--- src/rtl/preamble_tx_pkg.sv ---
// Shared types and constants for the preamble serializer: FSM state encoding
// and the fixed 4-bit preamble sent ahead of every payload.
package preamble_tx_pkg;

  typedef enum logic [2:0] {
    ST_IDLE,
    ST_PREAMBLE,
    ST_PAYLOAD,
    ST_PARITY,
    ST_DONE
  } state_t;

  localparam logic [3:0] PREAMBLE     = 4'b1101;
  localparam int         PREAMBLE_LEN = 4;

endpackage

--- src/rtl/tx_bit_counter.sv ---
// Down-counter tracking the remaining bits of the current frame section;
// loads a start index, steps down on each strobed bit and flags zero.
module tx_bit_counter #(
  parameter int CNT_W = 4
) (
  input  logic             clk,
  input  logic             n_rst,
  input  logic             load,
  input  logic [CNT_W-1:0] load_val,
  input  logic             dec,
  output logic             zero
);

  logic [CNT_W-1:0] cnt;

  always_ff @(posedge clk or negedge n_rst) begin
    if (!n_rst) begin
      cnt <= '0;
    end else if (load) begin
      cnt <= load_val;
    end else if (dec && (cnt != '0)) begin
      cnt <= cnt - 1'b1;
    end
  end

  assign zero = (cnt == '0);

endmodule

--- src/rtl/preamble_tx.sv ---
// Frame serializer: sends preamble 1101 then the payload MSB first on a
// registered line. Define PREAMBLE_TX_PARITY_EN to append an even-parity bit.
module preamble_tx
  import preamble_tx_pkg::*;
#(
  parameter int DATA_BITS = 8
) (
  input  logic                 clk,
  input  logic                 n_rst,
  input  logic                 tx_start,
  input  logic [DATA_BITS-1:0] tx_data,
  input  logic                 shift_en,
  output logic                 serial_out,
  output logic                 busy,
  output logic                 tx_done
);

  localparam int CNT_MAX = (DATA_BITS > PREAMBLE_LEN) ? DATA_BITS : PREAMBLE_LEN;
  localparam int CNT_W   = $clog2(CNT_MAX);
  // The first preamble bit goes straight to the line, so the remaining
  // preamble bits and the payload share one shift register.
  localparam int SR_W    = PREAMBLE_LEN - 1 + DATA_BITS;

  state_t           state;
  state_t           state_next;
  logic [SR_W-1:0]  sr;
  logic             accept;
  logic             shift_bit;
  logic             line_upd;
  logic             line_next;
  logic             cnt_load;
  logic [CNT_W-1:0] cnt_val;
  logic             cnt_dec;
  logic             cnt_zero;
`ifdef PREAMBLE_TX_PARITY_EN
  logic             parity_q;
`endif

  tx_bit_counter #(
    .CNT_W (CNT_W)
  ) u_bit_counter (
    .clk      (clk),
    .n_rst    (n_rst),
    .load     (cnt_load),
    .load_val (cnt_val),
    .dec      (cnt_dec),
    .zero     (cnt_zero)
  );

  always_ff @(posedge clk or negedge n_rst) begin
    if (!n_rst) begin
      state <= ST_IDLE;
    end else begin
      state <= state_next;
    end
  end

  always_comb begin
    state_next = state;
    accept     = 1'b0;
    shift_bit  = 1'b0;
    line_upd   = 1'b0;
    line_next  = 1'b0;
    cnt_load   = 1'b0;
    cnt_val    = '0;
    cnt_dec    = 1'b0;
    case (state)
      ST_IDLE: begin
        // shift_en is deliberately ignored here so bit 0 gets a full period.
        line_upd = 1'b1;
        if (tx_start) begin
          accept     = 1'b1;
          state_next = ST_PREAMBLE;
          line_next  = PREAMBLE[PREAMBLE_LEN-1];
          cnt_load   = 1'b1;
          cnt_val    = CNT_W'(PREAMBLE_LEN - 1);
        end
      end
      ST_PREAMBLE: begin
        if (shift_en) begin
          line_upd  = 1'b1;
          line_next = sr[SR_W-1];
          shift_bit = 1'b1;
          if (cnt_zero) begin
            state_next = ST_PAYLOAD;
            cnt_load   = 1'b1;
            cnt_val    = CNT_W'(DATA_BITS - 1);
          end else begin
            cnt_dec = 1'b1;
          end
        end
      end
      ST_PAYLOAD: begin
        if (shift_en) begin
          line_upd = 1'b1;
          if (cnt_zero) begin
`ifdef PREAMBLE_TX_PARITY_EN
            state_next = ST_PARITY;
            line_next  = parity_q;
`else
            state_next = ST_DONE;
            line_next  = 1'b0;
`endif
          end else begin
            line_next = sr[SR_W-1];
            shift_bit = 1'b1;
            cnt_dec   = 1'b1;
          end
        end
      end
      ST_PARITY: begin
        if (shift_en) begin
          state_next = ST_DONE;
          line_upd   = 1'b1;
          line_next  = 1'b0;
        end
      end
      ST_DONE: begin
        state_next = ST_IDLE;
        line_upd   = 1'b1;
        line_next  = 1'b0;
      end
      default: begin
        state_next = ST_IDLE;
        line_upd   = 1'b1;
        line_next  = 1'b0;
      end
    endcase
  end

  always_ff @(posedge clk or negedge n_rst) begin
    if (!n_rst) begin
      sr         <= '0;
      serial_out <= 1'b0;
    end else begin
      if (accept) begin
        sr <= {PREAMBLE[PREAMBLE_LEN-2:0], tx_data};
      end else if (shift_bit) begin
        sr <= {sr[SR_W-2:0], 1'b0};
      end
      if (line_upd) begin
        serial_out <= line_next;
      end
    end
  end

`ifdef PREAMBLE_TX_PARITY_EN
  always_ff @(posedge clk or negedge n_rst) begin
    if (!n_rst) begin
      parity_q <= 1'b0;
    end else if (accept) begin
      parity_q <= ^tx_data;
    end
  end
`endif

  assign busy    = (state != ST_IDLE);
  assign tx_done = (state == ST_DONE);

endmodule
--- config.mk ---
export PLATFORM = sky130hd
export DESIGN_NAME = preamble_tx
export DESIGN_NICKNAME = d
export VERILOG_FILES = /design/src/rtl/preamble_tx_pkg.sv /design/src/rtl/tx_bit_counter.sv /design/src/rtl/preamble_tx.sv
export SDC_FILE = /design/constraint.sdc
export NUM_CORES = 1
export LEC_CHECK = 0
export BUFFER_PORTS_ARGS = -buffer_cell sky130_fd_sc_hd__buf_2
export CAP_MARGIN = 5
export CORE_MARGIN = 2
export CORE_UTILIZATION = 49
export CTS_CLUSTER_DIAMETER = 50
export CTS_CLUSTER_SIZE = 28
export DETAILED_ROUTE_END_ITERATION = 10
export PLACE_DENSITY = 0.74
export SYNTH_ARGS = -nofsm -noshare
export SYNTH_HDL_FRONTEND = slang
export SYNTH_HIERARCHICAL = 1
export SYNTH_SLANG_ARGS = --single-unit
--- constraint.sdc ---
create_clock -name clk -period 2.05 [get_ports clk]
set_clock_uncertainty 0.1 [all_clocks]
set_input_delay 0.205 -clock clk [delete_from_list [all_inputs] [get_ports clk]]
set_output_delay 0.205 -clock clk [all_outputs]
set_load 0.02 [all_outputs]
# After elaboration in Yosys (flattened, before gate mapping)
# Cells that the tools add are included.
[totals]
elab_cells = 55
register_bits = 18
[op_classes]
add_sub_neg = 1
reduce_logical = 10
n_eq_ne = 10
n_mux = 30
[ops]
columns = ["cell", "n"]
rows = [
  ["two-way mux 3 bit", 10],
  ["two-way mux 11 bit", 2],
  ["two-way mux 1 bit", 12],
  ["inequality test 2 bit (second input constant)", 6],
  ["one-hot mux 3 bit (4 select lines)", 1],
  ["equality test 3 x 2 -> 1 bit (second input constant)", 2],
  ["logical NOT 3 bit", 2],
  ["one-hot mux 3 bit (2 select lines)", 1],
  ["AND reduction 6 bit", 1],
  ["nonzero test 3 bit", 2],
  ["one-hot mux 1 bit (2 select lines)", 2],
  ["nonzero test 2 bit", 2],
  ["equality test 3 x 1 -> 1 bit (second input constant)", 1],
  ["equality test 3 bit (second input constant)", 1],
  ["one-hot mux 1 bit (3 select lines)", 1],
  ["OR reduction 3 bit", 1],
  ["subtractor 3 x 1 -> 3 bit (second input constant)", 1],
  ["two-way mux 2 bit", 1],
  ["OR reduction 2 bit", 1],
  ["logical AND 1 bit", 1],
]

# Logic depth before layout (Yosys ltp)
# Gate-level depths: netlist (run 1).
[logic_depth]
word_depth = 7
ltp_mapped = 8

# By module
# The synthesis (run 1) kept the hierarchy.
[by_module_without_submodules]
columns = ["module", "instances", "area_each_um2", "cells_each"]
rows = [
  ["preamble_tx", 1, 779.5, 71],
  ["tx_bit_counter", 1, 207.7, 19],
]

# Least setup slack after synthesis (run 1)
# OpenSTA, ideal clock, no wires.
[synth_path]
kind = "flip-flop to flip-flop"
from = "register u_bit_counter.cnt[0]"
to = "register u_bit_counter.cnt[1]"
setup_slack_ps = 14
period_less_slack_ps = 2036
t_required_ps = 1884
arrival_ps = 1870
path_buffers = 1
stages_incl_launch_ff = 9
cell_sequence = "dfrtp_1 -> inv_1 -> ha_1 -> ha_1 -> and3_1 -> or2_2 -> buf_6 -> nor4b_1 -> a221o_1"
[synth_between]
elab_cells_between_ends = 16
cone_classes = "1 x add/sub; 11 x mux; 4 x reduce/logical"
[synth_rtl]
columns = ["element", "line", "source"]
rows = [
  ["from (decl)", "tx_bit_counter.sv:14", "logic [CNT_W-1:0] cnt;"],
  ["from (signal assigned)", "tx_bit_counter.sv:20", "cnt <= load_val;"],
  ["from (signal assigned)", "tx_bit_counter.sv:22", "cnt <= cnt - 1'b1;"],
  ["logical NOT 3 bit (*)", "tx_bit_counter.sv:26", "assign zero = (cnt == '0);"],
  ["named net cnt_zero", "preamble_tx.sv:34", "logic cnt_zero;"],
  ["two-way mux 1 bit (*)", "preamble_tx.sv:84", "if (cnt_zero) begin"],
  ["two-way mux 1 bit (*)", "preamble_tx.sv:80", "if (shift_en) begin"],
  ["one-hot mux 1 bit (2 select lines) (*)", "preamble_tx.sv:67", "case (state)"],
  ["named net cnt_load", "preamble_tx.sv:31", "logic cnt_load;"],
  ["two-way mux 3 bit or nonzero test 2 bit (tied branches)", "n/a", ""],
]
# The timed path passes the listed nets; every way through them passes the cells marked *. The select of a mux whose other input is x is not followed.
# A chain may end at the register's enable or synchronous reset.

# Final worst setup path (run 1)
[layout_path]
from = "register u_bit_counter.cnt[0]"
to = "register sr[6]"
[layout_between]
elab_chain_cells = 5
[layout_rtl]
columns = ["element", "line", "source"]
rows = [
  ["logical NOT 3 bit", "tx_bit_counter.sv:26", ""],
  ["named net cnt_zero", "preamble_tx.sv:34", ""],
  ["two-way mux 1 bit", "preamble_tx.sv:96", "if (cnt_zero) begin"],
  ["two-way mux 1 bit", "preamble_tx.sv:94", "if (shift_en) begin"],
  ["one-hot mux 1 bit (2 select lines)", "preamble_tx.sv:67", ""],
  ["nonzero test 2 bit (no source line)", "n/a", ""],
  ["to (signal assigned)", "preamble_tx.sv:137", "sr <= {PREAMBLE[PREAMBLE_LEN-2:0], tx_data};"],
  ["to (signal assigned)", "preamble_tx.sv:139", "sr <= {sr[SR_W-2:0], 1'b0};"],
  ["to (decl)", "preamble_tx.sv:26", "logic [SR_W-1:0] sr;"],
]
# The timed path passes the listed nets, and every way through them passes these cells.

==> metrics.txt, run 1 <==
CP max FO 7; vias in the first global route 667; LEAKAGE 0.554 nW; starting density of the core 51.4%; Crit-path slowest cell dfrtp_1; Die Span Y 48.9 um; H-tree Lvls 1; Peak supply drop 0.790 mV; # IOs 15; post-synth top area cell dfrtp_1; Power Density 1480 nW/um^2; CP max stage delay 0.40 ns; Yosys reg bits 18; design area 1190 um^2; endpoints failing setup 0; Tightest Pin Transition 0.551 ns; Post-DRT Antenna Nets 0; TNS Setup 0 ns; initial drt markers 22; f_max 514 MHz; relative slew slack 63.3%; syn avg cell area 11.0 um^2; post-synthesis cell type count 31; Placement Cell Area 1090 um^2; largest cells by area after synthesis dfrtp_1 (46%), a221o_1 (11%), and2_1 (5.1%), nor4b_1 (3.5%), nand2b_1 (3.2%); die area 2390 um^2; CTS Buf Count 3; CTS Root Cell clkbuf_4; Placeable Area 1920 um^2; Area Growth Syn to Fin 20.3%; layout cell share with drive strength beyond 1 34.2%; WP data required 2.13 ns; Routed WL 1870 um; global-route wire length before repair 2930 um; Arrival @ worst endpoint 2.02 ns; wire per inst 13.5 um; die width 48.9 um; FF-to-FF path depth 6; Setup Crit Path Kind reg2reg; GRT Total Usage 16.3%; detailed placement HPWL 1300 um; Worst setup EP type register; Post-Syn Nets 104; sequential area share after synthesis 45.6%; clk_lat worst skew 0.28 ns; Hold WC Path Type in2reg; Post-Syn Area 987 um^2; most common cell in the synthesized netlist dfrtp_1; grt total ovfl 0; initial antenna violation count 0; R2R setup slack 0.10 ns; CTS clock-pin slew for the worst setup and hold paths 0.10 ns; RSZ-0062 raised after global routing no; PortBufs 14; num rows 16; worst path cell trace inv_1 > ha_1 > ha_2 > nor4b_1 > a221oi_2 > a221o_1; clk sinks 18; synth cell count leaders dfrtp_1 (18), a221o_1 (11), and2_1 (8); CP Launch Type register; Synth Flop Type dfrtp_1; Final Slew Violations 0; clock buffer depth 2; CP Launch Point u_bit_counter/cnt[0]$_DFFE_PN0P_; Fillers 161; worst r2r src u_bit_counter/cnt[0]$_DFFE_PN0P_; Min Hold Slack 0.0276 ns; gp weighted congestion 0.869; status completed; via count 749; drt pass-1 iters 4; max_cap viols 0; Final Hold Viols 0; Mapped Cells 90; Place WS -0.0359 ns; ant diodes 0; post-route DRC violation count 0; ys async rst share 100%; vias per cell 5.43; Final nets 126; crit path capture sr[6]$_DFFE_PN0P_; largest net degree at the start of global routing 19; YS warnings 6; part of the cycle the worst path needs 94.9%; worst r2r dst sr[6]$_DFFE_PN0P_; TritonCTS clock tree yes; Seq. cell area 450 um^2; Final min period 1.95 ns; area occupied by multi-input gates 523 um^2; final worst setup slack 0.104 ns; Synth top area share 45.6%; Post-synth EDFFs 0
-- worst min-delay path by stage --
| stage | from | to | slack [ns] | cells past startpoint |
|---|---|---|---|---|
| global placement | n_rst | sr[1]$_DFFE_PN0P_ | 0.06 | 1 |
| detailed placement | n_rst | state[0]$_DFFE_PN0P_ | 0.06 | 1 |
| global route | tx_data[0] | sr[0]$_DFFE_PN0P_ | 0.03 | 3 |
| finish | tx_data[0] | sr[0]$_DFFE_PN0P_ | 0.03 | 3 |
| floorplan | n_rst | serial_out$_DFFE_PN0P_ | -0.19 | 0 |
| CTS | tx_data[0] | sr[0]$_DFFE_PN0P_ | 0.02 | 3 |
-- state kept, by name, summed over array words and instances (netlist names) --
name	flops
sr	11
state	3
u_bit_counter/cnt	3
serial_out	1
-- power by group --
group | internal [mW] | switching (mW)
Combinational | 0.472 | 0.433
Sequential | 0.511 | 0.123
Clock | 0.108 | 0.106
-- area by class of cell --
type                       count  area share [%]
multi-input combinational     63            44.0
sequential                    18            37.9
timing repair buffer          21            10.5
clock buffer                   4            3.06
tap                           27            2.85
inverter                       5            1.58
-- metrics by stage --
step,util [%],total power [mW],cells
global route,61.8,1.89,138
finish,61.8,1.75,138
detailed placement,56.8,1.45,131
floorplan,-,1.26,90
CTS,60.4,1.71,136
global placement,56.8,1.42,131
-- cells by family (layout without fill, tap and decap cells) --
family | Yosys count | count (layout) | synth area share [%]
flops | 18 | 18 | 45.6
simple gates | 36 | 37 | 24.5
fa+ha+maj | 2 | 2 | 2.53
compound gates | 21 | 21 | 18.6
buf+inv | 10 | 30 | 5.58
mux | 3 | 3 | 3.17
-- cells in the final DEF (no fill, tap or decap), drive strengths merged, types with 2 or more instances in the layout --
cell    count
clkbuf      4
o21ai       4
nor2        6
a221o      11
buf        20
mux2i       2
nor2b       5
ha          2
or2         2
nand2b      5
inv         5
and2        8
dfrtp      18
nor4b       5
-- critical path, delay by kind of cell, from the launching register on --
family | cells | cell delay [ns]
AO/OA/AOI/OAI | 2 | 0.51
adder cells (fa/ha/maj) | 2 | 0.41
buffers and inverters | 1 | 0.06
flip-flops | 1 | 0.40
AND/OR/NAND/NOR | 1 | 0.36
-- per-layer routing --
| layer | up-vias | track usage, % | share of wire, % | wire length, um |
|---|---|---|---|---|
| met5 | - | 0 | 0 | 0 |
| met4 | 0 | 9.52 | 2.5 | 46 |
| met3 | 6 | 3.07 | 2.9 | 55 |
| met2 | 17 | 25.1 | 47 | 887 |
| met1 | 352 | 21.3 | 47 | 879 |
| li1 | 374 | - | - | - |
-- timing repair --
action / 4_1_cts / 5_1_grt
pin swaps: 0 / 1
hold buffers: 1 / 0
hold endpoints to repair: 18 / 0
resized for setup: 4 / 4
endpoints found under the setup margin: 3 / 13
setup buffers: 0 / 1
gates cloned: 0 / 1
(Power assumes the default switching activity.)
==> run 2, diff against run 1 <==
--- a/config.mk
+++ b/config.mk
@@ -15,5 +15,4 @@
 export PLACE_DENSITY = 0.74
 export SYNTH_ARGS = -nofsm -noshare
 export SYNTH_HDL_FRONTEND = slang
-export SYNTH_HIERARCHICAL = 1
 export SYNTH_SLANG_ARGS = --single-unit
==> run 2 against run 1 <==
Count of clock-buffer cells in the layout stayed put. Routed wire length rose by 5.7%. Synthesized area is 3.7% higher. Total power shrank 11%. Critical path depth is 3 lower. Critical path type is now reg2out. Largest cell class unchanged.
==> metrics.txt, run 2 <==
Min-Delay Startpoint tx_data[2]; Hold WC Path Type in2reg; Placement Cell Area 1080 um^2 (-1.5%); clock power share 14.5% (+2.3 points); ys async rst share 100% (unchanged); initial drt markers 7 (-68%); Internal 920 uW (-16%); die area 2470 um^2 (+3.4%); clk_lat worst skew 0.30 ns (+0.02 ns); leading registers by flop count sr: 11 flops, state: 3 flops, u_bit_counter.cnt: 3 flops; RSZ-0062 raised after global routing no; drt pass-1 iters 4 (unchanged); clk sinks 18 (unchanged); CTS Root Cell clkbuf_4; endpoints failing setup 0 (unchanged); part of the cycle the worst path needs 84.2% (-11 points); Synth Flop Type dfrtp_1; design area 1130 um^2 (-4.6%); LEAKAGE 0.503 nW (-9.2%); Yosys reg bits 18 (unchanged); H-tree Lvls 1 (unchanged); NetSw 632 uW (-4.5%); Final min period 1.73 ns (-0.221 ns); largest register by flop count sr; total power 1.55 mW (-11%); max reg flops 11 (unchanged); Post-Syn Area 1020 um^2 (+3.7%); sequential area share after synthesis 44.0% (-1.6 points); Min Hold Slack 0.0183 ns (-0.00922 ns); Synth top area share 44.0% (-1.6 points); ant diodes 0 (unchanged); Final Slew Violations 0 (unchanged); post-synthesis cell type count 31 (unchanged); CTS Buf Count 3 (unchanged); layout cell share with drive strength beyond 1 25.9% (-8.4 points); TNS Setup 0 ns (unchanged); gp weighted congestion 0.792 (-8.9%); post-route DRC violation count 0 (unchanged); starting density of the core 52.2% (+0.80 points); Setup Crit Path Kind reg2out; Die Span Y 49.7 um (+1.7%); clock buffer depth 2 (unchanged); die width 49.7 um (+1.7%); Arrival @ worst endpoint 1.42 ns (-0.60 ns); relative slew slack 68.2% (+4.9 points); # IOs 15 (unchanged); max_cap viols 0 (unchanged); Final nets 131 (+4.0%); Place WS 0.387 ns (+0.423 ns); CTS clock-pin slew for the worst setup and hold paths 0.11 ns (about the same); Routed WL 1980 um (+5.7%); Post-Syn Nets 115 (+11%); largest net degree at the start of global routing 19 (unchanged); Final Hold Viols 0 (unchanged); WP data required 1.75 ns (-0.38 ns); CP Launch Point state[1]$_DFFE_PN0P_; Peak supply drop 0.743 mV (-5.9%); most frequent cells in the layout o21ai_1 (18), dfrtp_1 (18), buf_2 (14); Mapped Cells 101 (+12%); YS warnings 0 (-6); via count 790 (+5.5%); sequential share of power 41.5% (+5.3 points); PortBufs 14 (unchanged); global-route wire length before repair 3680 um (+26%); Power Density 1370 nW/um^2 (-7.2%); largest cells by area after synthesis dfrtp_1 (44%), o21ai_1 (8.8%), a32oi_1 (6.8%), buf_6 (5.5%), nand3_1 (4.4%); Post-synth EDFFs 0 (unchanged); post-synth top area cell dfrtp_1; sw frac 40.7% (+3.0 points); synth cell count leaders dfrtp_1 (18), o21ai_1 (18), nand3_1 (9); TritonCTS clock tree yes; grt total ovfl 0 (unchanged); CP max FO 8 (+1); wire per inst 13.8 um (+2.0%); final worst setup slack 0.324 ns (+0.221 ns); Area Growth Syn to Fin 10.6%; detailed placement HPWL 1400 um (+8.4%); Placeable Area 1960 um^2 (+2.1%); initial antenna violation count 0 (unchanged); GRT Total Usage 19.3% (+3.0 points); status completed; vias in the first global route 790 (+18%); f_max 579 MHz (+13%); logic gate share of total power 44.1% (-7.5 points); Worst setup EP type output pin; Post-DRT Antenna Nets 0 (unchanged); vias per cell 5.52 (+1.8%); Post-CTS Resized 0 (-4); num rows 16 (unchanged); syn avg cell area 10.1 um^2 (-7.6%); Tightest Pin Transition 0.478 ns (-0.0732 ns); CP Launch Type register; worst r2r src u_bit_counter.cnt[0]$_DFFE_PN0P_
==> run 2: layer usage <==
metal  share of wire [%]  GRT usage, %  up-vias
li1                    -             -      398
met1                  44          25.1      374
met2                  51          32.0       14
met3                 3.0          2.42        4
met4                 1.4          8.80        0
met5                   0             0        -
==> run 2: through the flow <==
stage | utilization, % | cells
after floorplan | - | 101
after global placement | 54.8 | 137
after detailed placement | 54.8 | 137
after CTS | 57.7 | 143
after global routing | 57.7 | 143
final | 57.7 | 143
==> run 2: power by group through the flow <==
stage / registers (mW) / clock network, mW / logic, mW
6_report: 0.643 / 0.225 / 0.684
5_1_grt: 0.663 / 0.249 / 0.778
4_1_cts: 0.643 / 0.230 / 0.693
3_5_place_dp: 0.649 / 0 / 0.689
3_3_place_gp: 0.642 / 0 / 0.667
2_1_floorplan: 0.585 / 0 / 0.653
==> run 2: cells by family (layout without fill, tap and decap cells) <==
group,count (synthesis),after routing,synth area share [%]
flops,18,18,44.0
simple gates,30,30,18.5
compound gates,37,37,23.8
buf+inv,11,26,7.95
fa+ha+maj,2,2,2.44
xor+xnor,3,3,3.30
==> run 2: worst paths after layout <==
kind	end	slack (ns)	depth (start not counted)
min in group asynchronous	serial_out$_DFFE_PN0P_	0.26	2
max reg2reg	sr[2]$_DFFE_PN0P_	0.39	6
min	sr[2]$_DFFE_PN0P_	0.02	3
max	tx_done	0.32	3
min reg2reg	u_bit_counter.cnt[1]$_DFFE_PN0P_	0.43	2
max in group asynchronous	sr[7]$_DFFE_PN0P_	1.30	2
==> run 2: layout make-up <==
cell class | instances | area, um^2
Clock buffer | 4 | 36.3
Fill cell | 198 | 830
Inverter | 4 | 15.0
Multi-Input combinational cell | 72 | 492
Sequential cell | 18 | 450
Tap cell | 27 | 33.8
Timing Repair Buffer | 18 | 105
==> run 2: worst max-delay path, stage by stage, from the launching register on <==
cell and delay, ns:
dfrtp_1 0.66, nor2_1 0.14, and2_1 0.18, buf_2 0.15
==> run 2: repair_timing <==
action	4_1_cts	5_1_grt
setup endpoints to repair	0	0
hold buffers	2	0
hold endpoints to repair	19	0
setup buffers	0	0
